$ cat src/rtl/commit_arbiter_pkg.sv
// rtl/commit_arbiter_pkg.sv - shared types and port map for the commit arbiter
// Optional FPU result port enabled by defining APOGEO_FPU_PORT_EN.
package commit_arbiter_pkg;

  localparam int ITU_CSR_PORT = 0;
  localparam int LSU_PORT     = 1;
  localparam int FPU_PORT     = 2;

`ifdef APOGEO_FPU_PORT_EN
  localparam int ARB_PORTS = 3;
`else
  localparam int ARB_PORTS = 2;
`endif

  typedef logic [31:0] data_word_t;

  typedef struct packed {
    logic [31:0] pc;
    logic [4:0]  rd;
    logic [5:0]  rob_tag;
    logic        exception_generated;
    logic [3:0]  exception_code;
  } instr_packet_t;

  typedef struct packed {
    data_word_t    result;
    instr_packet_t ipacket;
  } arb_entry_t;

endpackage

$ cat src/rtl/commit_arbiter_if.sv
// rtl/commit_arbiter_if.sv - execution-unit result ports and reorder-buffer write port
// Port count follows APOGEO_FPU_PORT_EN through the package.
interface commit_arbiter_if
  import commit_arbiter_pkg::*;
#(
  parameter int ARB_PORTS = commit_arbiter_pkg::ARB_PORTS
);

  logic                          flush_i;
  logic                          stall_i;
  data_word_t    [ARB_PORTS-1:0] result_i;
  instr_packet_t [ARB_PORTS-1:0] ipacket_i;
  logic          [ARB_PORTS-1:0] data_valid_i;
  logic          [ARB_PORTS-1:0] port_full_o;
  data_word_t                    rob_result_o;
  instr_packet_t                 rob_ipacket_o;
  logic                          rob_valid_o;
  logic                          idle_o;
  logic                          overflow_o;

  modport master (
    output flush_i, stall_i, result_i, ipacket_i, data_valid_i,
    input  port_full_o, rob_result_o, rob_ipacket_o, rob_valid_o, idle_o, overflow_o
  );

  modport slave (
    input  flush_i, stall_i, result_i, ipacket_i, data_valid_i,
    output port_full_o, rob_result_o, rob_ipacket_o, rob_valid_o, idle_o, overflow_o
  );

endinterface

$ cat src/rtl/commit_arbiter_result_fifo.sv
// rtl/commit_arbiter_result_fifo.sv - per-port result FIFO with count, full and empty
// Caller guarantees push on full only together with a pop.
module result_fifo
  import commit_arbiter_pkg::*;
#(
  parameter int DEPTH = 4,
  localparam int CNT_W = $clog2(DEPTH) + 1
) (
  input  logic             clk,
  input  logic             rst,
  input  logic             flush,
  input  logic             push,
  input  logic             pop,
  input  arb_entry_t       wdata,
  output arb_entry_t       rdata,
  output logic [CNT_W-1:0] count,
  output logic             full,
  output logic             empty
);

  localparam int AW = $clog2(DEPTH);

  arb_entry_t    mem [DEPTH];
  logic [AW-1:0] wr_ptr;
  logic [AW-1:0] rd_ptr;

  always_ff @(posedge clk) begin
    if (rst || flush) begin
      wr_ptr <= '0;
      rd_ptr <= '0;
      count  <= '0;
    end else begin
      if (push) wr_ptr <= wr_ptr + AW'(1);
      if (pop)  rd_ptr <= rd_ptr + AW'(1);
      case ({push, pop})
        2'b10:   count <= count + CNT_W'(1);
        2'b01:   count <= count - CNT_W'(1);
        default: count <= count;
      endcase
    end
  end

  // Storage is not reset; pointers alone define what is valid.
  always_ff @(posedge clk) begin
    if (push && !rst && !flush) mem[wr_ptr] <= wdata;
  end

  assign rdata = mem[rd_ptr];
  assign full  = (count == CNT_W'(DEPTH));
  assign empty = (count == '0);

endmodule

$ cat src/rtl/commit_arbiter.sv
// rtl/commit_arbiter.sv - round-robin merge of execution results into one reorder-buffer write
// Third (FPU) port present only when APOGEO_FPU_PORT_EN is defined.
module commit_arbiter
  import commit_arbiter_pkg::*;
#(
  parameter int FIFO_DEPTH = 4,
  parameter int ARB_PORTS  = commit_arbiter_pkg::ARB_PORTS
) (
  input  logic           clk_i,
  input  logic           rst_i,
  commit_arbiter_if.slave bus
);

  localparam int PTR_W = (ARB_PORTS > 1) ? $clog2(ARB_PORTS) : 1;
  localparam int CNT_W = $clog2(FIFO_DEPTH) + 1;

  arb_entry_t           head [ARB_PORTS];
  logic [CNT_W-1:0]     count [ARB_PORTS];
  logic [ARB_PORTS-1:0] full;
  logic [ARB_PORTS-1:0] empty;
  logic [ARB_PORTS-1:0] push;
  logic [ARB_PORTS-1:0] pop;
  logic [PTR_W-1:0]     rr_ptr;
  logic [PTR_W-1:0]     grant;
  logic [PTR_W-1:0]     next_rr;
  logic                 grant_valid;
  logic                 load;
  logic                 overflow_set;
  logic                 any_buffered;
  arb_entry_t           out_q;
  logic                 out_valid;
  logic                 overflow;

  for (genvar p = 0; p < ARB_PORTS; p++) begin : g_port
    arb_entry_t wdata;
    assign wdata = {bus.result_i[p], bus.ipacket_i[p]};

    result_fifo #(.DEPTH(FIFO_DEPTH)) u_fifo (
      .clk   (clk_i),
      .rst   (rst_i),
      .flush (bus.flush_i),
      .push  (push[p]),
      .pop   (pop[p]),
      .wdata (wdata),
      .rdata (head[p]),
      .count (count[p]),
      .full  (full[p]),
      .empty (empty[p])
    );

    assign pop[p]  = load && grant_valid && (grant == PTR_W'(p));
    assign push[p] = bus.data_valid_i[p] && (!full[p] || pop[p]);
  end

  assign load = !out_valid || !bus.stall_i;

  // Second pass overrides the wrap-around pick with the first port at or after rr_ptr.
  always_comb begin
    grant       = '0;
    grant_valid = 1'b0;
    for (int p = ARB_PORTS - 1; p >= 0; p--) begin
      if (!empty[p]) begin
        grant       = PTR_W'(p);
        grant_valid = 1'b1;
      end
    end
    for (int p = ARB_PORTS - 1; p >= 0; p--) begin
      if (!empty[p] && (PTR_W'(p) >= rr_ptr)) begin
        grant       = PTR_W'(p);
        grant_valid = 1'b1;
      end
    end
  end

  assign next_rr      = (grant == PTR_W'(ARB_PORTS - 1)) ? '0 : grant + PTR_W'(1);
  assign overflow_set = |(bus.data_valid_i & full & ~pop);

  always_comb begin
    any_buffered = 1'b0;
    for (int p = 0; p < ARB_PORTS; p++) begin
      any_buffered = any_buffered | (count[p] != '0);
    end
  end

  always_ff @(posedge clk_i) begin
    if (rst_i) begin
      out_valid <= 1'b0;
      out_q     <= '0;
      rr_ptr    <= '0;
      overflow  <= 1'b0;
    end else begin
      if (overflow_set && !bus.flush_i) overflow <= 1'b1;
      if (bus.flush_i) begin
        out_valid <= 1'b0;
        rr_ptr    <= '0;
      end else if (load) begin
        out_valid <= grant_valid;
        if (grant_valid) begin
          out_q  <= head[grant];
          rr_ptr <= next_rr;
        end
      end
    end
  end

  assign bus.rob_result_o  = out_q.result;
  assign bus.rob_ipacket_o = out_q.ipacket;
  assign bus.rob_valid_o   = out_valid;
  assign bus.port_full_o   = full;
  assign bus.overflow_o    = overflow;
  assign bus.idle_o        = !out_valid && !any_buffered;

endmodule

$ cat src/flat_wrapper.sv
// flat-port wrapper written by rule: the top's interface ports become plain ports
module commit_arbiter_flat import commit_arbiter_pkg::*;
#(
  parameter int FIFO_DEPTH = 4,
  parameter int ARB_PORTS  = commit_arbiter_pkg::ARB_PORTS
)
  (clk_i, rst_i, bus_flush_i, bus_stall_i, bus_result_i, bus_ipacket_i, bus_data_valid_i, bus_port_full_o, bus_rob_result_o, bus_rob_ipacket_o, bus_rob_valid_o, bus_idle_o, bus_overflow_o);
  commit_arbiter_if #(.ARB_PORTS(ARB_PORTS)) bus_i ();
  input  logic clk_i;
  input  logic rst_i;
  input wire logic [$bits(bus_i.flush_i)-1:0] bus_flush_i;
  input wire logic [$bits(bus_i.stall_i)-1:0] bus_stall_i;
  input wire logic [$bits(bus_i.result_i)-1:0] bus_result_i;
  input wire logic [$bits(bus_i.ipacket_i)-1:0] bus_ipacket_i;
  input wire logic [$bits(bus_i.data_valid_i)-1:0] bus_data_valid_i;
  output wire logic [$bits(bus_i.port_full_o)-1:0] bus_port_full_o;
  output wire logic [$bits(bus_i.rob_result_o)-1:0] bus_rob_result_o;
  output wire logic [$bits(bus_i.rob_ipacket_o)-1:0] bus_rob_ipacket_o;
  output wire logic [$bits(bus_i.rob_valid_o)-1:0] bus_rob_valid_o;
  output wire logic [$bits(bus_i.idle_o)-1:0] bus_idle_o;
  output wire logic [$bits(bus_i.overflow_o)-1:0] bus_overflow_o;
  assign bus_i.flush_i = bus_flush_i;
  assign bus_i.stall_i = bus_stall_i;
  assign bus_i.result_i = bus_result_i;
  assign bus_i.ipacket_i = bus_ipacket_i;
  assign bus_i.data_valid_i = bus_data_valid_i;
  assign bus_port_full_o = bus_i.port_full_o;
  assign bus_rob_result_o = bus_i.rob_result_o;
  assign bus_rob_ipacket_o = bus_i.rob_ipacket_o;
  assign bus_rob_valid_o = bus_i.rob_valid_o;
  assign bus_idle_o = bus_i.idle_o;
  assign bus_overflow_o = bus_i.overflow_o;
  commit_arbiter #(.FIFO_DEPTH(FIFO_DEPTH), .ARB_PORTS(ARB_PORTS)) u_core (.clk_i(clk_i), .rst_i(rst_i), .bus(bus_i));
endmodule
$ cat config.mk
export PLATFORM = sky130hd
export DESIGN_NAME = commit_arbiter_flat
export DESIGN_NICKNAME = d
export VERILOG_FILES = /design/src/rtl/commit_arbiter_pkg.sv /design/src/rtl/commit_arbiter_if.sv /design/src/rtl/commit_arbiter_result_fifo.sv /design/src/rtl/commit_arbiter.sv /design/src/flat_wrapper.sv
export SDC_FILE = /design/constraint.sdc
export NUM_CORES = 1
export LEC_CHECK = 0
export BUFFER_PORTS_ARGS = -buffer_cell sky130_fd_sc_hd__buf_2
export CORE_MARGIN = 5
export CORE_UTILIZATION = 64
export CTS_CLUSTER_SIZE = 16
export DETAILED_ROUTE_END_ITERATION = 8
export GPL_TIMING_DRIVEN = 0
export HOLD_SLACK_MARGIN = 0.08
export PLACE_DENSITY = 0.85
export SLEW_MARGIN = 15
export SYNTH_ARGS = -nofsm -noshare
export SYNTH_HDL_FRONTEND = slang
export SYNTH_SLANG_ARGS = --single-unit
$ cat constraint.sdc
create_clock -name clk_i -period 6.1 [get_ports clk_i]
set_input_delay 1.22 -clock clk_i [delete_from_list [all_inputs] [get_ports clk_i]]
set_output_delay 1.22 -clock clk_i [all_outputs]
set_load 0.1 [all_outputs]
Word-level counts from Yosys, hierarchy flattened
Memory sizes are Yosys's and may differ from the RTL's. A register that Yosys moved wholly into a read port is not among the register bits.
Cells that the tools add are included.

storage, ports and cells
  latch bits = 0
  bits in writable memories = 640
  memory bits (read-only) = 0
  logic and storage cells = 99
  memories = 2
  output and inout port bits = 85
  register bits = 97
  bits of input ports = 166

cells by class
  equal/unequal tests = 6
  $add $sub $neg = 9
  bitwise logic cells = 7
  $mul = 0
  div/mod/pow operators = 0
  shift operators = 0
  multiplexer cells = 21
  reduce and logical (&&, ||, !) cells = 36
  $lt $le $gt $ge = 3

memory list
  memory                       words  bits a word  read ports  clocked after Yosys merged registers in  write ports  RTL line                          source
  u_core.g_port[0].u_fifo.mem  4      80           1           1                                        1            commit_arbiter_result_fifo.sv:23  arb_entry_t mem [DEPTH];
  u_core.g_port[1].u_fifo.mem  4      80           1           1                                        1            commit_arbiter_result_fifo.sv:23

operators by type and width
  operator                                                  count
  two-way mux 80 bit                                        3
  logical AND 1 bit                                         13
  two-way mux 1 bit                                         12
  one-hot mux 3 bit (2 select lines)                        2
  zero test 1 bit                                           9
  adder 2 x 1 -> 2 bit, second input constant               4
  two-way mux 2 bit                                         4
  adder 3 x 1 -> 3 bit, second input constant               2
  == test 3 bit, second input constant                      2
  zero test 3 bit                                           2
  nonzero test 3 bit                                        2
  subtractor 3 x 1 -> 3 bit, second input constant          2
  AND 2 bit                                                 2
  == test 2 x 1 -> 1 bit, second input constant             2
  == test 2 bit, second input constant                      2
  logical OR 1 bit                                          4
  nonzero test 2 bit                                        2
  OR reduction 2 bit                                        2
  AND reduction 3 bit                                       1
  greater-or-equal comparator 1 bit, first input constant   2
  greater-or-equal comparator 2 bit, second input constant  1
  NOT 1 bit                                                 2
  NOT 1 -> 2 bit                                            1
  NOT 2 bit                                                 1
  other kinds (3)                                           3

Longest topological paths before layout
Gate-level depths: netlist (run 1).

  depth in word-level cells = 13
  gate-level depth with buffers = 10
  mapped depth without buffers = 9

Hierarchy
Synthesis (run 1) repeated with hierarchy kept, for this count alone.

unflattened totals
  cells, all modules = 1404
  area, all modules = 27749.1 µm²

by module, submodules not included
  module          area an instance (µm²)  sequential area each (µm²)  cells an instance  times used
  result_fifo     12070.3                 9789.4                      467                2
  commit_arbiter  3608.5                  1661.6                      470                1

Worst setup path before layout (run 1)
No wires, ideal clock.

  path kind = in2reg
  from = input bus_stall_i
  to = memory u_core.g_port[1].u_fifo.mem[0][0] (netlist bit), enable pin
  arrival = 3.764 ns
  slack = 1.888 ns
  required time = 5.652 ns
  stages on the path = 4
  library setup time = 0.448 ns
  path buffers = 0
  cell sequence = nand2_1 -> o211ai_2 -> a21boi_2 -> and3_1

between the ends
  longest elaborated chain between the ends = 10

RTL lines
  element                                  RTL line                          source
  start: declaration                       flat_wrapper.sv:12                input wire logic [$bits(bus_i.stall_i)-1:0] bus_stall_i;
  zero test 1 bit                          commit_arbiter.sv:55              assign load = !out_valid || !bus.stall_i;
  logical OR 1 bit                         commit_arbiter.sv:55
  logical AND 1 bit (2 in series)          commit_arbiter.sv:51              assign pop[p] = load && grant_valid && (grant == PTR_W'(p));
  logical OR 1 bit                         commit_arbiter.sv:52              assign push[p] = bus.data_valid_i[p] && (!full[p] || pop[p]);
  logical AND 1 bit                        commit_arbiter.sv:52
  logical AND 1 bit (2 in series)          commit_arbiter_result_fifo.sv:45  if (push && !rst && !flush) mem[wr_ptr] <= wdata;
  two-way mux 1 bit                        commit_arbiter_result_fifo.sv:45
  two-way mux 1 bit (not written as such)  commit_arbiter_result_fifo.sv:45
  end: declaration                         commit_arbiter_result_fifo.sv:23

Every way passes these cells.

Worst setup path after layout (run 1)
  from = register u_core.g_port[0].u_fifo.count[2]
  to = output bus_port_full_o[0]

between the ends
  longest elaborated chain between the ends = 1

RTL lines
  element                   RTL line                          source
  start: declaration        commit_arbiter_result_fifo.sv:16  output logic [CNT_W-1:0] count,
  start signal: assignment  commit_arbiter_result_fifo.sv:36  2'b10: count <= count + CNT_W'(1);
  start signal: assignment  commit_arbiter_result_fifo.sv:37  2'b01: count <= count - CNT_W'(1);
  start signal: assignment  commit_arbiter_result_fifo.sv:38  default: count <= count;
  == test 3 bit             commit_arbiter_result_fifo.sv:49  assign full = (count == CNT_W'(DEPTH));
  end: declaration          flat_wrapper.sv:16                output wire logic [$bits(bus_i.port_full_o)-1:0] bus_port_full_o;

Every way passes these cells.

==> results of run 1 <==
==> stage by stage <==
step	area [µm²]	hold slack [ns]	setup TNS (ns)	util, %
after floorplan	27900	0.4810	0	-
after global placement	29880	0.4426	-11.54	69.36
after detailed placement	30220	0.4566	0	70.15
after CTS	32600	0.4738	0	75.68
after global routing	32620	0.5168	0	75.73
final	32630	0.4781	0	75.75
==> worst min-delay path, delay by kind of cell (launching register included) <==
kind / cells / cell delay (ns)
DFF: 1 / 0.33
and+or+nand+nor: 2 / 0.12
==> registers in the layout, summed over array words and instances (netlist names), named ones only <==
name                         flops
u_core.g_port.u_fifo.rd_ptr      4
u_core.g_port.u_fifo.mem       640
u_core.bus.rob_valid_o           1
u_core.g_port.u_fifo.wr_ptr      4
u_core.bus.overflow_o            1
u_core.bus.rob_result_o         32
u_core.g_port.u_fifo.count       6
u_core.rr_ptr                    1
u_core.bus.rob_ipacket_o        48
==> where the power goes <==
part           internal [mW]  total (mW)  leakage, nW  switching (mW)
sequential              5.64        5.71         6.61          0.0677
combinational          0.428        1.56         3.49            1.14
clock                   2.62        4.42         1.16            1.80
==> kinds of logic (layout without fill, tap and decap cells) <==
group,Yosys count,after routing,synth area share [%]
muxes,243,243,15.89
and+or+nand+nor,130,130,2.085
xor gates and xnor gates,9,9,0.2826
adders and majority gates,10,10,0.5023
other,0,11,0
DFF,741,741,76.13
buffers and inverters,89,486,1.870
AOI/OAI and AO/OA,101,101,3.234
==> layer usage <==
layer / vias to the layer above / global-route usage (%) / wire length [µm]
li1: 6131 / - / -
met1: 7342 / 33.71 / 22820
met2: 576 / 41.52 / 30000
met3: 132 / 6.746 / 5101
met4: 22 / 9.127 / 1820
met5: - / 0 / 138
==> path summary, 6_finish.rpt <==
path	slack (ns)	from	to	cells after the start
worst max-delay path	2.68	u_core.g_port[0].u_fifo.count[2]	bus_port_full_o[0]	4
worst min-delay path	0.48	u_core.bus.overflow_o	u_core.bus.overflow_o	2
worst max register to register	3.22	u_core.g_port[0].u_fifo.count[0]	u_core.bus.rob_result_o[26]	7
worst min register to register	0.48	u_core.bus.overflow_o	u_core.bus.overflow_o	2
==> layout make-up <==
type / instances / area, µm² / share of cell area (%)
Antenna cell: 11 / 27.53 / 0.08436
Buffer: 79 / 485.5 / 1.488
Clock buffer: 101 / 2066 / 6.331
Clock inverter: 32 / 316.6 / 0.9702
Inverter: 10 / 37.54 / 0.1150
Multi-Input combinational cell: 493 / 6177 / 18.93
Sequential cell: 741 / 21240 / 65.10
Tap cell: 585 / 732.0 / 2.243
Timing Repair Buffer: 264 / 1546 / 4.740
==> cell usage after synthesis, types with 4 or more instances <==
library cell               count
sky130_fd_sc_hd__a211oi_2     20
sky130_fd_sc_hd__a211oi_1     62
sky130_fd_sc_hd__nor2_1       95
sky130_fd_sc_hd__mux2i_1      83
sky130_fd_sc_hd__a21oi_1       4
sky130_fd_sc_hd__mux4_2      160
sky130_fd_sc_hd__buf_12        7
sky130_fd_sc_hd__clkbuf_1     38
sky130_fd_sc_hd__inv_1        10
sky130_fd_sc_hd__nand2_1       6
sky130_fd_sc_hd__and3_1        8
sky130_fd_sc_hd__xnor2_1       6
sky130_fd_sc_hd__ha_1          8
sky130_fd_sc_hd__dfxtp_1     101
sky130_fd_sc_hd__edfxtp_1    640
sky130_fd_sc_hd__buf_2        27
==> results_tabular.tex, run 1 <==
\begin{tabular}{lr}
\hline
Metric & Value \\
\hline
\multicolumn{2}{l}{\textbf{Global route}} \\
\quad GRT Overall Usage & 25.38\% \\
\quad Via count of the first global-routing pass & 14792 \\
\quad GRT overflow & 0 \\
\quad Maximum number of pins on one net before global-route repair & 46 \\
\quad Global-route wire length before repair & 89.92 mm \\
\quad Number of antenna violations at the first check in global routing & 22 \\
\multicolumn{2}{l}{\textbf{Cells and area}} \\
\quad Ratio of cells with drive above 1 in the final layout & 35.29\% \\
\quad Synth-to-layout area growth & 16.95\% \\
\quad Post-layout net count & 1837 \\
\quad Most frequent standard cell in the layout excluding fill and tap cells & sky130\_fd\_sc\_hd\_\_edfxtp\_1 \\
\quad Fin cells & 2316 \\
\quad Number of fill cells & 2372 \\
\quad Commonest cells after routing, fill and taps aside & 640 x sky130\_fd\_sc\_hd\_\_edfxtp\_1, 276 x sky130\_fd\_sc\_hd\_\_buf\_2, 160 x sky130\_fd\_sc\_hd\_\_mux4\_2, 101 x sky130\_fd\_sc\_hd\_\_dfxtp\_1, 95 x sky130\_fd\_sc\_hd\_\_nor2\_1 \\
\multicolumn{2}{l}{\textbf{STA}} \\
\quad Setup repair after global routing missed its margin & no \\
\quad Final Hold Violating Endpoints & 0 \\
\quad Worst Clk Skew & 0.01266 ns \\
\quad Final worst-path cycle share & 55.99\% \\
\quad Min setup slack post-route & 2.685 ns \\
\quad Number of pins with negative max-slew slack in the final report & 0 \\
\quad Fmax & 292.8 MHz \\
\quad Worst slew slack as a fraction of its limit & 33.54\% \\
\quad Total of endpoints with negative setup slack in the final report & 0 \\
\quad Transition time at the pin with the least slew margin & 0.9937 ns \\
\quad Final critical delay including setup and external delays & 3.415 ns \\
\multicolumn{2}{l}{\textbf{Logic synthesis}} \\
\quad Post-synth EDFFs & 640 \\
\quad Mean post-synth cell area & 21.09 µm² \\
\quad Number of nets in the synthesized netlist & 1499 \\
\quad Cell accounting for the most synthesized area & sky130\_fd\_sc\_hd\_\_edfxtp\_1 \\
\quad Gate Count Post-Synth & 1323 \\
\quad Leading post-synthesis cells by cell area & sky130\_fd\_sc\_hd\_\_edfxtp\_1 69\%, sky130\_fd\_sc\_hd\_\_mux4\_2 13\%, sky130\_fd\_sc\_hd\_\_dfxtp\_1 7.2\%, sky130\_fd\_sc\_hd\_\_mux2i\_1 3.0\%, sky130\_fd\_sc\_hd\_\_a211oi\_1 1.7\% \\
\quad Share of flip-flops with an asynchronous set or reset after synthesis & 0\% \\
\quad Synth Register Bits & 741 \\
\quad Syn Std Cell Area & 27900 µm² \\
\quad Most used flip-flop cell after synthesis & sky130\_fd\_sc\_hd\_\_edfxtp\_1 \\
\quad Post-synth top area share & 68.89\% \\
\quad Synth unique cells & 48 \\
\quad Sequential element share of the synthesized area & 76.13\% \\
\quad Synth warn & 0 \\
\multicolumn{2}{l}{\textbf{Clocking}} \\
\quad Count of clock tree sinks & 741 \\
\quad Quantity of hold-fixing buffers added after cts & 0 \\
\quad Post-CTS sizing & 0 \\
\quad TritonCTS clock tree & built \\
\quad Clk\_lat worst skew & 0.58 ns \\
\quad Buffer count from post-CTS setup fixing & 0 \\
\quad Maximum level of the CTS H-tree & 3 \\
\quad Clock Path Buffers & 3 \\
\quad Clock root buffer master & sky130\_fd\_sc\_hd\_\_clkbuf\_16 \\
\quad Clock slew at reported path FFs & 0.06 ns \\
\quad Num CTS Buffers & 72 \\
\multicolumn{2}{l}{\textbf{Pwr}} \\
\quad Worst ir drop on vdd & 0.3214 mV \\
\quad Power density of the placed cells & 358.4 nW/µm² \\
\quad Total leakage power & 11.27 nW \\
\quad Total power consumption of the routed design & 11.69 mW \\
\multicolumn{2}{l}{\textbf{Run}} \\
\quad Max\_cap viols & 0 \\
\multicolumn{2}{l}{\textbf{Placement}} \\
\quad Post-detail-place hpwl & 38.07 mm \\
\quad Final weighted congestion in routability-driven placement & 0.8053 \\
\quad Count of buffers inserted at the top-level ports & 249 \\
\quad Pre-CTS setup slack & 2.405 ns \\
\quad Total placed cells including tap cells & 2172 \\
\multicolumn{2}{l}{\textbf{Hold path}} \\
\quad Hold crit path type & reg2reg \\
\multicolumn{2}{l}{\textbf{Route}} \\
\quad Mean number of vias per cell & 6.133 \\
\quad Iteration-0 DRC count of the detailed router & 1254 \\
\quad Average wire length per cell after detail routing & 25.85 µm \\
\quad Number of nets with antenna violations after detailed routing & 0 \\
\quad Total DRC errors in the routed layout & 0 \\
\quad Vias & 14203 \\
\quad Total iterations of the first detailed-routing run & 5 \\
\quad Routed wire length & 59.88 mm \\
\multicolumn{2}{l}{\textbf{Critical path}} \\
\quad Worst Path Arrival & 2.20 ns \\
\quad Peak fanout along the critical path & 5 \\
\quad Path type of the worst setup path & reg2out \\
\quad Kind of cell adding the most delay to the critical path & buffers and inverters \\
\quad Critical Path, Cell by Cell & or3b\_2 > inv\_1 > buf\_4 > buf\_2 \\
\quad Longest individual stage delay on the worst path & 0.52 ns \\
\quad Worst Path Buf+Inv & 3 \\
\quad Launching element type of the critical path & flop \\
\quad Max stage delay cell, worst path & sky130\_fd\_sc\_hd\_\_or3b\_2 \\
\quad CP endpoint kind & output pin \\
\quad Data required time at the worst endpoint & 4.88 ns \\
\multicolumn{2}{l}{\textbf{Floorplanning}} \\
\quad \# rows & 76 \\
\quad I/O pin count & 251 \\
\quad DIE AREA & 47870 µm² \\
\quad Starting utilization of the core area & 64.77\% \\
\quad Die H & 218.8 µm \\
\quad Horizontal die dimension & 218.8 µm \\
\quad Core box area & 43080 µm² \\
\multicolumn{2}{l}{\textbf{Outcome}} \\
\quad Outcome & completed \\
\hline
\end{tabular}
(Power assumes the default switching activity.)
==> run 2: changes to the inputs <==
CORE_UTILIZATION = 59   (was 64)
PLACE_DENSITY = 0.79   (was 0.85)
clock period = 3.55 ns   (was 6.1 ns; I/O delays follow)
==> results_tabular.tex, run 2 (synthesis results as in run 1) <==
\begin{tabular}{lr}
\hline
Metric & Value \\
\hline
\multicolumn{2}{l}{\textbf{Outcome}} \\
\quad Outcome & completed \\
\multicolumn{2}{l}{\textbf{Route}} \\
\quad Average wire length per cell after detail routing & 25.81 µm \\
\quad Iteration-0 DRC count of the detailed router & 1214 \\
\quad Number of nets with antenna violations after detailed routing & 0 \\
\quad Total DRC errors in the routed layout & 0 \\
\quad Vias & 14088 \\
\quad Routed wire length & 60.33 mm \\
\quad Total iterations of the first detailed-routing run & 5 \\
\quad Mean number of vias per cell & 6.028 \\
\multicolumn{2}{l}{\textbf{Cells and area}} \\
\quad Top register by number of flip-flops & u\_core.g\_port.u\_fifo.mem \\
\quad Post-layout net count & 1831 \\
\quad Synth-to-layout area growth & 16.58\% \\
\quad Max FFs per register & 640 \\
\quad Area taken by flip-flops and latches & 21240 µm² \\
\quad Multi-input gate area & 6182 µm² \\
\quad Number of fill cells & 2901 \\
\quad Ratio of cells with drive above 1 in the final layout & 34.69\% \\
\quad Fin cells & 2337 \\
\quad Most frequent standard cell in the layout excluding fill and tap cells & sky130\_fd\_sc\_hd\_\_edfxtp\_1 \\
\quad Commonest cells after routing, fill and taps aside & 640 x sky130\_fd\_sc\_hd\_\_edfxtp\_1, 276 x sky130\_fd\_sc\_hd\_\_buf\_2, 160 x sky130\_fd\_sc\_hd\_\_mux4\_2, 101 x sky130\_fd\_sc\_hd\_\_dfxtp\_1, 95 x sky130\_fd\_sc\_hd\_\_nor2\_1 \\
\multicolumn{2}{l}{\textbf{Run}} \\
\quad Max\_cap viols & 0 \\
\multicolumn{2}{l}{\textbf{STA}} \\
\quad Worst Clk Skew & 0.02576 ns \\
\quad Final Hold Violating Endpoints & 0 \\
\quad Final critical delay including setup and external delays & 2.892 ns \\
\quad Worst slew slack as a fraction of its limit & 36.23\% \\
\quad Transition time at the pin with the least slew margin & 0.9566 ns \\
\quad Total of endpoints with negative setup slack in the final report & 0 \\
\quad Number of pins with negative max-slew slack in the final report & 0 \\
\quad Total negative slack & 0 ns \\
\quad Setup repair after global routing missed its margin & no \\
\quad Fmax & 345.8 MHz \\
\quad Final worst-path cycle share & 81.46\% \\
\multicolumn{2}{l}{\textbf{Clocking}} \\
\quad Clock root buffer master & sky130\_fd\_sc\_hd\_\_clkbuf\_16 \\
\quad Clock slew at reported path FFs & 0.07 ns \\
\quad Buffer count from post-CTS setup fixing & 0 \\
\quad Maximum level of the CTS H-tree & 3 \\
\quad Post-CTS sizing & 0 \\
\quad Clock Path Buffers & 3 \\
\quad Count of clock tree sinks & 741 \\
\quad Quantity of hold-fixing buffers added after cts & 0 \\
\quad Num CTS Buffers & 73 \\
\quad TritonCTS clock tree & built \\
\quad Clk\_lat worst skew & 0.59 ns \\
\multicolumn{2}{l}{\textbf{Floorplanning}} \\
\quad \# rows & 79 \\
\quad DIE AREA & 51740 µm² \\
\quad I/O pin count & 251 \\
\quad Starting utilization of the core area & 59.80\% \\
\quad Core box area & 46650 µm² \\
\quad Die H & 227.5 µm \\
\quad Horizontal die dimension & 227.5 µm \\
\multicolumn{2}{l}{\textbf{Global route}} \\
\quad Via count of the first global-routing pass & 14762 \\
\quad Maximum number of pins on one net before global-route repair & 45 \\
\quad GRT overflow & 0 \\
\quad GRT Overall Usage & 23.66\% \\
\quad Global-route wire length before repair & 89.93 mm \\
\quad Number of antenna violations at the first check in global routing & 28 \\
\multicolumn{2}{l}{\textbf{Pwr}} \\
\quad Total leakage power & 11.21 nW \\
\quad Worst ir drop on vdd & 0.5117 mV \\
\quad Power density of the placed cells & 612.8 nW/µm² \\
\multicolumn{2}{l}{\textbf{Critical path}} \\
\quad Data required time at the worst endpoint & 2.84 ns \\
\quad Peak fanout along the critical path & 5 \\
\quad Launching element type of the critical path & flop \\
\quad Path type of the worst setup path & reg2out \\
\quad Worst Path Arrival & 2.18 ns \\
\quad CP endpoint kind & output pin \\
\multicolumn{2}{l}{\textbf{Placement}} \\
\quad Count of buffers inserted at the top-level ports & 249 \\
\quad Total placed cells including tap cells & 2187 \\
\quad Final weighted congestion in routability-driven placement & 0.7857 \\
\quad Post-detail-place hpwl & 37.34 mm \\
\multicolumn{2}{l}{\textbf{Hold path}} \\
\quad Hold crit path type & in2reg \\
\hline
\end{tabular}
-- run 2: cell count changes in the layout (fill, tap and decap cells not counted), sizes merged --
| cell | change |
|---|---|
| buf | -7 |
| clkinv | -1 |
| clkinvlp | -2 |
| diode | +4 |
| clkbuf | +8 |
| bufinv | -3 |
-- run 2: final timing paths --
| kind | from | to | slack, ns | cells after the start |
|---|---|---|---|---|
| worst min-delay path | bus_ipacket_i[25] | u_core.g_port[0].u_fifo.mem[3][25] | 0.33 | 1 |
| worst max register to register | u_core.g_port[1].u_fifo.count[1] | u_core.g_port[0].u_fifo.mem[3][41] | 0.70 | 6 |
| worst min register to register | u_core.bus.overflow_o | u_core.bus.overflow_o | 0.47 | 2 |
| worst max-delay path | u_core.g_port[0].u_fifo.count[2] | bus_port_full_o[0] | 0.66 | 4 |
-- run 2: final cells by class --
class                   count  share of cell area, %
inverters                  10                 0.1154
well taps                 607                  2.335
clock inverters            26                 0.6040
clock buffers             109                  6.517
diodes                     15                 0.1154
flip-flops and latches    741                  65.31
plain buffers              79                  1.493
multi-input cells         493                  19.01
repair buffers            257                  4.509
-- run 2: critical path, stage by stage, from the launching register on --
cell	delay, ns
sky130_fd_sc_hd__dfxtp_1	0.44
sky130_fd_sc_hd__or3b_2	0.52
sky130_fd_sc_hd__inv_1	0.11
sky130_fd_sc_hd__buf_4	0.11
sky130_fd_sc_hd__buf_2	0.41
-- run 2: routing by layer --
metal  GRT usage (%)  share of wire [%]  vias to the layer above  wire (µm)
met4           9.491                3.1                       22       1847
met5               0               0.19                        -        117
met1           31.55                 38                     7317      23170
met2           38.23                 50                      525      30310
li1                -                  -                     6109          -
met3           5.932                8.1                      115       4886
-- run 2: report_power, final --
| part | switching [mW] | leakage, nW | internal (mW) |
|---|---|---|---|
| combinational | 1.96 | 3.46 | 0.733 |
| sequential | 0.119 | 6.61 | 9.70 |
| clock | 3.08 | 1.14 | 4.35 |
| total | 5.15 | 11.2 | 14.8 |
-- run 2: metrics by stage --
step / utilization (%) / power, mW / instance area (µm²) / setup slack (ns) / hold slack [ns]
2_1_floorplan: - / 12.03 / 27910 / 0.5583 / 0.4810
3_3_place_gp: 64.13 / 12.61 / 29920 / -0.4864 / 0.4400
3_5_place_dp: 64.67 / 12.69 / 30170 / 0.3339 / 0.4591
4_1_cts: 69.63 / 20.08 / 32490 / 0.6137 / 0.2859
5_1_grt: 69.70 / 20.60 / 32520 / 0.5541 / 0.3097
6_report: 69.71 / 19.93 / 32520 / 0.6582 / 0.3273
